===== config.mk =====
export PLATFORM = sky130hd
export DESIGN_NAME = seg7_scan_driver
export DESIGN_NICKNAME = d
export VERILOG_FILES = /design/src/rtl/seg7_pkg.sv /design/src/rtl/bin2bcd_seq.sv /design/src/rtl/seg7_scan_driver.sv
export SDC_FILE = /design/constraint.sdc
export NUM_CORES = 1
export LEC_CHECK = 0
export ABC_AREA = 0
export BUFFER_PORTS_ARGS = -buffer_cell sky130_fd_sc_hd__buf_4
export CELL_PAD_IN_SITES_DETAIL_PLACEMENT = 0
export CELL_PAD_IN_SITES_GLOBAL_PLACEMENT = 2
export CORE_ASPECT_RATIO = 1.5
export CORE_MARGIN = 5
export CORE_UTILIZATION = 40
export CTS_CLUSTER_DIAMETER = 100
export DETAILED_ROUTE_END_ITERATION = 8
export PLACE_DENSITY_LB_ADDON = 0.1
export SKIP_LAST_GASP = 1
export SLEW_MARGIN = 20
export SYNTH_ARGS = -nofsm -noshare
export SYNTH_HDL_FRONTEND = slang
export SYNTH_SLANG_ARGS = --single-unit

===== constraint.sdc =====
create_clock -name CLK -period 2.7 [get_ports CLK]
set_clock_uncertainty 0.05 [all_clocks]
set_input_delay 0.54 -clock CLK [delete_from_list [all_inputs] [get_ports CLK]]
set_output_delay 0.54 -clock CLK [all_outputs]
set_load 0.02 [all_outputs]

===== src/rtl/seg7_pkg.sv =====
// seg7_pkg
//   Shared definitions for the multiplexed 7-segment scan driver:
//   active-low segment patterns {g,f,e,d,c,b,a}, the BCD converter FSM
//   state encoding, the digit index values used by the scanner, and a
//   helper that maps a BCD nibble to its segment pattern.
//   Optional feature macro used by the top level: LEADING_ZERO_BLANK_EN.

package seg7_pkg;

    localparam logic [6:0] SEG_0     = 7'h40;
    localparam logic [6:0] SEG_1     = 7'h79;
    localparam logic [6:0] SEG_2     = 7'h24;
    localparam logic [6:0] SEG_3     = 7'h30;
    localparam logic [6:0] SEG_4     = 7'h19;
    localparam logic [6:0] SEG_5     = 7'h12;
    localparam logic [6:0] SEG_6     = 7'h02;
    localparam logic [6:0] SEG_7     = 7'h78;
    localparam logic [6:0] SEG_8     = 7'h00;
    localparam logic [6:0] SEG_9     = 7'h10;
    localparam logic [6:0] SEG_BLANK = 7'h7F;

    typedef enum logic [1:0] {
        ST_IDLE   = 2'd0,
        ST_CONV   = 2'd1,
        ST_COMMIT = 2'd2
    } conv_state_t;

    localparam logic [1:0] DIG_ONES     = 2'd0;
    localparam logic [1:0] DIG_TENS     = 2'd1;
    localparam logic [1:0] DIG_HUNDREDS = 2'd2;
    localparam logic [1:0] DIG_UNUSED   = 2'd3;

    // Non-decimal nibbles cannot occur after a valid conversion; they
    // are shown blank rather than as garbage.
    function automatic logic [6:0] seg_encode(input logic [3:0] digit);
        logic [6:0] pattern;
        case (digit)
            4'd0:    pattern = SEG_0;
            4'd1:    pattern = SEG_1;
            4'd2:    pattern = SEG_2;
            4'd3:    pattern = SEG_3;
            4'd4:    pattern = SEG_4;
            4'd5:    pattern = SEG_5;
            4'd6:    pattern = SEG_6;
            4'd7:    pattern = SEG_7;
            4'd8:    pattern = SEG_8;
            4'd9:    pattern = SEG_9;
            default: pattern = SEG_BLANK;
        endcase
        return pattern;
    endfunction

endpackage


===== src/rtl/bin2bcd_seq.sv =====
// bin2bcd_seq
//   Sequential double-dabble converter: 8-bit unsigned binary to three
//   BCD digits in 8 shift cycles plus one commit cycle.
//   Ports:
//     CLK      in   clock, rising edge
//     CLR      in   asynchronous active-high reset
//     DATA_IN  in   8-bit value to convert
//     LOAD     in   1-cycle start strobe; while busy it fills a 1-deep
//                   pending register (last strobe wins)
//     BUSY     out  high from the LOAD edge until the commit edge
//     H, T, O  out  hundreds / tens / ones digits, meaningful when VALID
//     VALID    out  high during the commit cycle; the consumer captures
//                   H/T/O on that clock edge

module bin2bcd_seq
    import seg7_pkg::*;
(
    input  logic       CLK,
    input  logic       CLR,
    input  logic [7:0] DATA_IN,
    input  logic       LOAD,
    output logic       BUSY,
    output logic [3:0] H,
    output logic [3:0] T,
    output logic [3:0] O,
    output logic       VALID
);

    conv_state_t state, state_next;

    logic [7:0]  bin_q;
    logic [11:0] bcd_q;
    logic [11:0] bcd_adj;
    logic [2:0]  iter_q;
    logic [7:0]  pend_q;
    logic        pend_flag_q;
    logic        start;
    logic [7:0]  start_data;

    // State register.
    always_ff @(posedge CLK or posedge CLR) begin
        if (CLR) begin
            state <= ST_IDLE;
        end else begin
            state <= state_next;
        end
    end

    // Next-state and start decision. A strobe arriving on the commit
    // edge is folded into the pending path, so COMMIT restarts directly
    // from either the fresh DATA_IN or the stored pending value.
    always_comb begin
        state_next = state;
        start      = 1'b0;
        start_data = LOAD ? DATA_IN : pend_q;
        case (state)
            ST_IDLE: begin
                if (LOAD) begin
                    start      = 1'b1;
                    state_next = ST_CONV;
                end
            end
            ST_CONV: begin
                if (iter_q == 3'd7) begin
                    state_next = ST_COMMIT;
                end
            end
            ST_COMMIT: begin
                if (LOAD || pend_flag_q) begin
                    start      = 1'b1;
                    state_next = ST_CONV;
                end else begin
                    state_next = ST_IDLE;
                end
            end
            default: state_next = ST_IDLE;
        endcase
    end

    // Add-3 correction applied to every nibble before each shift.
    always_comb begin
        bcd_adj = bcd_q;
        for (int n = 0; n < 3; n++) begin
            if (bcd_q[n*4 +: 4] >= 4'd5) begin
                bcd_adj[n*4 +: 4] = bcd_q[n*4 +: 4] + 4'd3;
            end
        end
    end

    // Datapath: capture on start, shift {bcd,bin} during CONV. Hundreds
    // never exceeds 2, so the bit shifted out of bcd_adj[11] is always 0.
    always_ff @(posedge CLK or posedge CLR) begin
        if (CLR) begin
            bin_q  <= '0;
            bcd_q  <= '0;
            iter_q <= '0;
        end else if (start) begin
            bin_q  <= start_data;
            bcd_q  <= '0;
            iter_q <= '0;
        end else if (state == ST_CONV) begin
            bcd_q  <= {bcd_adj[10:0], bin_q[7]};
            bin_q  <= {bin_q[6:0], 1'b0};
            iter_q <= iter_q + 3'd1;
        end
    end

    // Pending register: only strobes seen mid-conversion land here;
    // strobes in IDLE or COMMIT start a conversion immediately.
    always_ff @(posedge CLK or posedge CLR) begin
        if (CLR) begin
            pend_q      <= '0;
            pend_flag_q <= 1'b0;
        end else if (state == ST_CONV && LOAD) begin
            pend_q      <= DATA_IN;
            pend_flag_q <= 1'b1;
        end else if (start) begin
            pend_flag_q <= 1'b0;
        end
    end

    assign BUSY  = (state != ST_IDLE);
    assign VALID = (state == ST_COMMIT);
    assign H     = bcd_q[11:8];
    assign T     = bcd_q[7:4];
    assign O     = bcd_q[3:0];

endmodule


===== src/rtl/seg7_scan_driver.sv =====
// seg7_scan_driver
//   Drives a 4-digit multiplexed 7-segment display from an 8-bit value.
//   The value is converted to BCD by bin2bcd_seq; the digits are then
//   scanned one slot at a time, SCAN_DIV clocks per slot.
//   Parameters:
//     SCAN_DIV  clocks per digit slot (>= 2)
//   Ports:
//     CLK      in   clock, rising edge
//     CLR      in   asynchronous active-high reset
//     DATA_IN  in   8-bit unsigned value to display
//     LOAD     in   1-cycle strobe: capture DATA_IN and convert
//     BUSY     out  conversion in progress
//     ANODE    out  active-low one-hot digit enable, [0] = ones digit
//     SEG      out  active-low segments {g,f,e,d,c,b,a}
//   Build option:
//     LEADING_ZERO_BLANK_EN  blank leading zero hundreds/tens digits

module seg7_scan_driver
    import seg7_pkg::*;
#(
    parameter int SCAN_DIV = 12500
) (
    input  logic       CLK,
    input  logic       CLR,
    input  logic [7:0] DATA_IN,
    input  logic       LOAD,
    output logic       BUSY,
    output logic [3:0] ANODE,
    output logic [6:0] SEG
);

    localparam int               PRE_W   = $clog2(SCAN_DIV);
    localparam logic [PRE_W-1:0] PRE_MAX = PRE_W'(SCAN_DIV - 1);

    logic [3:0]       conv_h, conv_t, conv_o;
    logic             conv_valid;
    logic [3:0]       disp_h, disp_t, disp_o;
    logic [PRE_W-1:0] prescaler;
    logic [1:0]       digit_idx;
    logic [1:0]       idx_next;
    logic [3:0]       anode_next;
    logic [6:0]       seg_next;
    logic             blank_h, blank_t;

    bin2bcd_seq u_conv (
        .CLK     (CLK),
        .CLR     (CLR),
        .DATA_IN (DATA_IN),
        .LOAD    (LOAD),
        .BUSY    (BUSY),
        .H       (conv_h),
        .T       (conv_t),
        .O       (conv_o),
        .VALID   (conv_valid)
    );

    // Display registers change only on the commit cycle, so the previous
    // value stays on the display for the whole conversion.
    always_ff @(posedge CLK or posedge CLR) begin
        if (CLR) begin
            disp_h <= '0;
            disp_t <= '0;
            disp_o <= '0;
        end else if (conv_valid) begin
            disp_h <= conv_h;
            disp_t <= conv_t;
            disp_o <= conv_o;
        end
    end

`ifdef LEADING_ZERO_BLANK_EN
    assign blank_h = (disp_h == 4'd0);
    assign blank_t = (disp_h == 4'd0) && (disp_t == 4'd0);
`else
    assign blank_h = 1'b0;
    assign blank_t = 1'b0;
`endif

    // Outputs are built from the index the scanner is about to move to,
    // so ANODE/SEG and the index change on the same edge.
    always_comb begin
        idx_next   = digit_idx + 2'd1;
        anode_next = ~(4'b0001 << idx_next);
        seg_next   = SEG_BLANK;
        case (idx_next)
            DIG_ONES:     seg_next = seg_encode(disp_o);
            DIG_TENS:     seg_next = blank_t ? SEG_BLANK : seg_encode(disp_t);
            DIG_HUNDREDS: seg_next = blank_h ? SEG_BLANK : seg_encode(disp_h);
            default:      seg_next = SEG_BLANK;
        endcase
    end

    // Slot prescaler, scan index and registered display outputs.
    always_ff @(posedge CLK or posedge CLR) begin
        if (CLR) begin
            prescaler <= '0;
            digit_idx <= DIG_ONES;
            ANODE     <= 4'b1111;
            SEG       <= SEG_BLANK;
        end else if (prescaler == PRE_MAX) begin
            prescaler <= '0;
            digit_idx <= idx_next;
            ANODE     <= anode_next;
            SEG       <= seg_next;
        end else begin
            prescaler <= prescaler + 1'b1;
        end
    end

endmodule

==> results.sh, run 1 <==
export IMPL_synth_nets=443
export IMPL_cts_made_buffers=9
export IMPL_grt_pass1_vias=2862
export IMPL_start_util_pct=40.2
export IMPL_cts_buffer_depth=2
export IMPL_slew_headroom_pct=60.0
export IMPL_fin_nets=462
export IMPL_worst_r2r_path_depth=6
export IMPL_ios=23
export IMPL_synth_enable_flop_cells=0
export IMPL_fp_dieH_um=133
export IMPL_run_status="completed"
export IMPL_drt_vias_per_instance=5.18
export IMPL_synth_cell_types=51
export IMPL_hpwl_um=5730
export IMPL_routabilityCongestion=0.751
export IMPL_critPathArrivalTime_ns=2.08
export IMPL_leakagePower_uw=0.00209
export IMPL_cts_resized=0
export IMPL_max_freq_ghz=0.530
export IMPL_fin_crit_ns=1.89
export IMPL_layout_drive_gt1_share_pct=18.6
export IMPL_maxSlewViolCount=0
export IMPL_h_tree_depth=3
export IMPL_antenna_cells=0
export IMPL_drc=0
export IMPL_antenna_found_initial=0
export IMPL_r2r_start="prescaler[0]"
export IMPL_clk_insertion_delay_late_ns=0.33
export IMPL_path_max_fanout=27
export IMPL_hold_path_class="in -> async"
export IMPL_start_kind="register"
export IMPL_ff2ff_setup_slack_ns=0.81
export IMPL_syn_area_um2=4030
export IMPL_setup_viol=0
export IMPL_fp_dieArea_um2=12200
export IMPL_routed_wl_um=7840
export IMPL_track_usage_pct=14.2
export IMPL_hold_viol_final=0
export IMPL_grt_pass1_wl_um=13900
export IMPL_cts_root_buffer="clkbuf_16"
export IMPL_routedWlPerCell_um=14.5
export IMPL_rsz0062_at_grt="no"
export IMPL_synthArstFlopShare_pct=100
export IMPL_whs_ns=0.234
export IMPL_clkSinkCount=73
export IMPL_period_share_pct=69.9
export IMPL_io_buffers=22
export IMPL_fp_dieW_um=92.0
export IMPL_cap_violations=0
export IMPL_synth_area_per_cell_um2=10.1
export IMPL_crit_type="reg -> reg"
export IMPL_gr_total_overflow=0
export IMPL_grt_max_degree=74
export IMPL_synthFlopType="dfrtp_1"
export IMPL_antenna_left=0
export IMPL_synth_cells=400
export IMPL_required_ns=2.89
export IMPL_synth_seq_cells=73
export IMPL_finalSetupTns_ns=0
export IMPL_first_pass_iters=4
export IMPL_post_route_worst_setup_slack_ns=0.813
export IMPL_reg2reg_to="SEG[3]"
export IMPL_syn_to_final_growth_pct=14.1
export IMPL_ir_drop_v=0.000765
export IMPL_place_ws_ns=0.821
export IMPL_vias=2804
export IMPL_cts_reportedPaths_clkPinSlew_ns=0.06
export IMPL_tightest_slew_ns=0.598
export IMPL_p_per_area_nw_per_um2=977
export IMPL_cts_tree="built"
export IMPL_crit_path_end_kind="register"
export IMPL_holdBufCountCts=0
export IMPL_coreArea_um2=10000
export IMPL_yosysWarnings=0
export IMPL_num_rows=45
export IMPL_ys_seq_area_share_pct=45.7
export IMPL_cts_setup_buffers=0
export IMPL_first_iter_violations=87
-- worst max-delay path, stage by stage (launching register included) --
cell,delay [ns]
dfrtp_1,0.38
ha_1,0.23
and4_1,0.18
and4_1,0.36
buf_4,0.33
o211a_1,0.19
a31oi_1,0.08
-- cells by family (layout without fill, tap and decap cells) --
group           after synthesis  count (layout)  share of synthesized area, %
flops                        73              73                          45.7
buf+inv                      36              60                          4.53
fa+ha+maj                    32              32                          9.93
xor+xnor                     16              16                          3.48
mux                          27              27                          7.23
simple gates                135             135                          16.0
compound gates               81              81                          13.2
-- power by group --
| group | switching [uW] | internal (uW) |
|---|---|---|
| Clock | 438 | 855 |
| Sequential | 315 | 1400 |
| Combinational | 782 | 703 |
| Total | 1540 | 2960 |
-- layout by cell type (no fill, tap or decap), types with 2 or more instances in the layout --
master     count
nor3b_1        2
ha_1          32
and4_1         4
bufinv_16      2
clkinv_2       2
a221o_1        7
a21boi_0       3
a21o_1         3
xor2_1         5
nor2b_1        4
xnor2_1       11
dfstp_2       11
mux2i_1       10
nor2_1        38
nand3_1       14
o21a_1         2
clkbuf_8       2
a31oi_1        6
o21ai_0       23
dfrtp_1       62
inv_1         17
mux2_2        17
buf_4         25
clkbuf_16      9
and3_1         2
a21oi_1       18
or2_2          2
nand4_1        4
nand2b_1      13
nand2_1       40
o22ai_1        5
nor3_1         6
-- worst max path at each step --
| stage | from | endpoint | slack [ns] | cells past startpoint |
|---|---|---|---|---|
| after floorplan | CLR | digit_idx[0] | 0.27 | 1 |
| after global placement | LOAD | u_conv.bin_q[1] | 0.84 | 5 |
| after detailed placement | prescaler[0] | SEG[3] | 0.82 | 6 |
| after CTS | prescaler[0] | SEG[3] | 0.81 | 6 |
| after global routing | prescaler[0] | SEG[3] | 0.62 | 6 |
| final | prescaler[0] | SEG[3] | 0.81 | 6 |
-- Yosys cell counts, drive strengths merged, types with 7 or more instances --
| master | count | area (um^2) |
|---|---|---|
| dfstp | 11 | 289 |
| o21ai | 24 | 120 |
| mux2i | 10 | 100 |
| nand2b | 13 | 81.3 |
| nor2 | 39 | 149 |
| a221o | 7 | 70.1 |
| dfrtp | 62 | 1550 |
| nand3 | 14 | 70.1 |
| nand2 | 41 | 156 |
| inv | 18 | 67.6 |
| mux2 | 17 | 191 |
| ha | 32 | 400 |
| a21oi | 19 | 98.9 |
| xnor2 | 11 | 96.3 |
| buf | 14 | 100 |
-- registers in the layout, summed over array words and instances, names as in the netlist --
register            flops
u_conv.pend_q           8
digit_idx               2
u_conv.bin_q            8
disp_o                  4
prescaler              14
u_conv.iter_q           3
u_conv.pend_flag_q      1
u_conv.bcd_q           12
u_conv.state            2
SEG                     7
ANODE                   4
disp_t                  4
disp_h                  4
-- through the flow --
stage / instance area [um^2] / instances / power [uW] / util [%]
2_1_floorplan: 4030 / 400 / 2900 / -
6_report: 4600 / 541 / 4500 / 45.9
3_5_place_dp: 4270 / 525 / 3260 / 42.6
4_1_cts: 4600 / 541 / 4580 / 45.9
3_3_place_gp: 4270 / 525 / 3240 / 42.6
5_1_grt: 4600 / 541 / 4890 / 45.9
-- metal layers --
metal	part of all wire, %	routed length [um]	vias to the layer above	global-route usage (%)
met2	53	4120	29	25.2
met3	2.9	226	7	3.70
met5	0	0	-	0
li1	-	-	1430	-
met4	1.1	87	0	4.71
met1	43	3410	1338	16.6
-- final cells by class --
class / instances / area (um^2)
well taps: 117 / 146
clock inverters: 5 / 77.6
repair buffers: 26 / 208
fillers: 994 / 5420
inverters: 18 / 67.6
flip-flops and latches: 73 / 1840
multi-input cells: 291 / 2010
clock buffers: 11 / 253
No activity file was read; power rests on OpenSTA's default activity.
==> run 2: changes to the inputs <==
- clock period: 2.7 -> 1.9 ns (I/O delays scaled with it)
==> run 2 against run 1 <==
Count of clock-buffer cells in the layout shrank 2. Non-clock buffer count rose by 8. Cell count rose by 1.5%. Worst hold slack worse by 0.22 ns. Sequential power is 42% higher. Critical path depth did not move. Via count rose by 1.9%. Global-route usage rose by 0.70 points. Critical endpoint is now u_conv.bcd_q[2].
==> results.sh, run 2 (synthesis results as in run 1) <==
export IMPL_run_status="completed"
export IMPL_leakagePower_uw=0.00213
export IMPL_fp_dieArea_um2=12200
export IMPL_coreArea_um2=10000
export IMPL_io_buffers=22
export IMPL_cap_violations=0
export IMPL_tightest_slew_ns=0.602
export IMPL_ir_drop_v=0.000733
export IMPL_crit_path_end_kind="register"
export IMPL_first_pass_iters=4
export IMPL_grt_pass1_wl_um=14400
export IMPL_dr_wl_met2_um=4370
export IMPL_num_rows=45
export IMPL_critPathArrivalTime_ns=1.96
export IMPL_holdBufCountCts=0
export IMPL_met3_length_um=186
export IMPL_routedWlPerCell_um=15.4
export IMPL_finalSetupTns_ns=0
export IMPL_cts_made_buffers=9
export IMPL_seqPwrFrac_pct=37.2
export IMPL_slew_headroom_pct=59.8
export IMPL_grt_max_degree=31
export IMPL_fin_nets=470
export IMPL_place_inst=533
export IMPL_cp_cell_sequence="inv_1 > ha_1 > nand2b_1 > a21oi_1 > mux2_2 > o22ai_1"
export IMPL_clk_insertion_delay_late_ns=0.33
export IMPL_cts_reportedPaths_clkPinSlew_ns=0.06
export IMPL_final_cell_mix="62 x dfrtp_1, 40 x nand2_1, 38 x nor2_1"
export IMPL_required_ns=2.10
export IMPL_final_cells=549
export IMPL_cts_root_buffer="clkbuf_16"
export IMPL_routabilityCongestion=0.812
export IMPL_drc=0
export IMPL_path_max_fanout=4
export IMPL_crit_slowest_cell="dfrtp_1"
export IMPL_hpwl_um=6250
export IMPL_crit_type="reg -> reg"
export IMPL_fp_dieW_um=92.0
export IMPL_met1Wirelength_um=3680
export IMPL_max_freq_ghz=0.567
export IMPL_h_tree_depth=3
export IMPL_syn_to_final_growth_pct=16.7
export IMPL_first_iter_violations=90
export IMPL_p_int_uw=4300
export IMPL_top_regs="prescaler: 14 flops, u_conv.bcd_q: 12 flops"
export IMPL_hold_path_class="in -> async"
export IMPL_start_util_pct=40.2
export IMPL_clock_power_share_pct=29.8
export IMPL_clkSinkCount=73
export IMPL_drt_vias_per_instance=5.21
export IMPL_period_share_pct=92.9
export IMPL_track_usage_pct=15.0
export IMPL_cts_resized=0
export IMPL_routed_wl_um=8440
export IMPL_fin_crit_ns=1.77
export IMPL_cts_setup_buffers=0
export IMPL_maxSlewViolCount=0
export IMPL_slowest_delay_ns=0.40
export IMPL_highest_layer="met4"
export IMPL_antenna_found_initial=0
export IMPL_hold_viol_final=0
export IMPL_switchingPower_uw=2260
export IMPL_fp_dieH_um=133
export IMPL_cts_buffer_depth=2
export IMPL_layout_drive_gt1_share_pct=20.1
export IMPL_p_per_area_nw_per_um2=1390
export IMPL_cts_tree="built"
export IMPL_rsz0062_at_grt="no"
export IMPL_setup_viol=0
export IMPL_largest_register_ffs=14
export IMPL_gr_total_overflow=0
export IMPL_antenna_left=0
export IMPL_power_switching_share_pct=34.4
export IMPL_ios=23
export IMPL_vias=2858
export IMPL_layout_commonest_cell="dfrtp_1"
export IMPL_grt_pass1_vias=2875
export IMPL_start_kind="register"
export IMPL_combPwrFrac_pct=33.0
export IMPL_top_register="prescaler"
export IMPL_antenna_cells=0
run 2: changes by cell type in the layout (fill, tap and decap cells not counted), moves of 2 or more:
cell        delta
buf_12         +2
buf_4          +6
clkbuf_8       -2
clkinvlp_4     +2
run 2: power by group through the flow:
stage | sequential (uW) | combinational [uW] | clock (uW)
after floorplan | 2270 | 1850 | 0
after global placement | 2450 | 2200 | 0
after detailed placement | 2460 | 2210 | 0
after CTS | 2440 | 2220 | 2000
after global routing | 2520 | 2500 | 2090
final | 2440 | 2170 | 1950
run 2: layout make-up:
class	count	area (um^2)
fill	979	5320
multi-input combinational	291	2010
sequential	73	1840
timing repair buffer	34	293
clock buffer	9	225
tap	117	146
clock inverter	7	119
inverter	18	71.3
run 2: per-layer routing:
layer	global-route usage, %	vias to the layer above
li1	-	1445
met1	17.4	1360
met2	25.9	41
met3	3.36	12
met4	7.02	0
met5	0	-
run 2: final timing paths:
kind | cells past startpoint | slack (ns) | startpoint | to
setup / recovery | 6 | 0.13 | u_conv.bcd_q[0] | u_conv.bcd_q[2]
min in group CLK | 2 | 0.23 | DATA_IN[1] | u_conv.pend_q[1]
hold reg to reg | 1 | 0.43 | prescaler[0] | prescaler[0]
max in group asynchronous | 3 | 1.24 | CLR | ANODE[3]
hold / removal | 2 | 0.01 | CLR | disp_t[0]
setup reg to reg | 6 | 0.13 | u_conv.bcd_q[0] | u_conv.bcd_q[2]
run 2: through the flow:
step           worst slack (ns)  power [uW]  hold slack [ns]  area, um^2  util [%]
2_1_floorplan             0.344        4120            0.400        4030         -
3_3_place_gp              0.244        4650            0.378        4360      43.5
3_5_place_dp              0.167        4670            0.377        4360      43.5
4_1_cts                   0.140        6660           0.0229        4700      46.9
5_1_grt                  0.0347        7100           0.0394        4700      46.9
6_report                  0.135        6550           0.0142        4700      46.9
run 2: critical path, delay by kind of cell, from the launching register on:
family	cells	cell delay, ns
AO/OA/AOI/OAI	2	0.44
multiplexers	1	0.38
buffers and inverters	1	0.15
adder cells (fa/ha/maj)	1	0.21
flip-flops	1	0.40
AND/OR/NAND/NOR	1	0.06
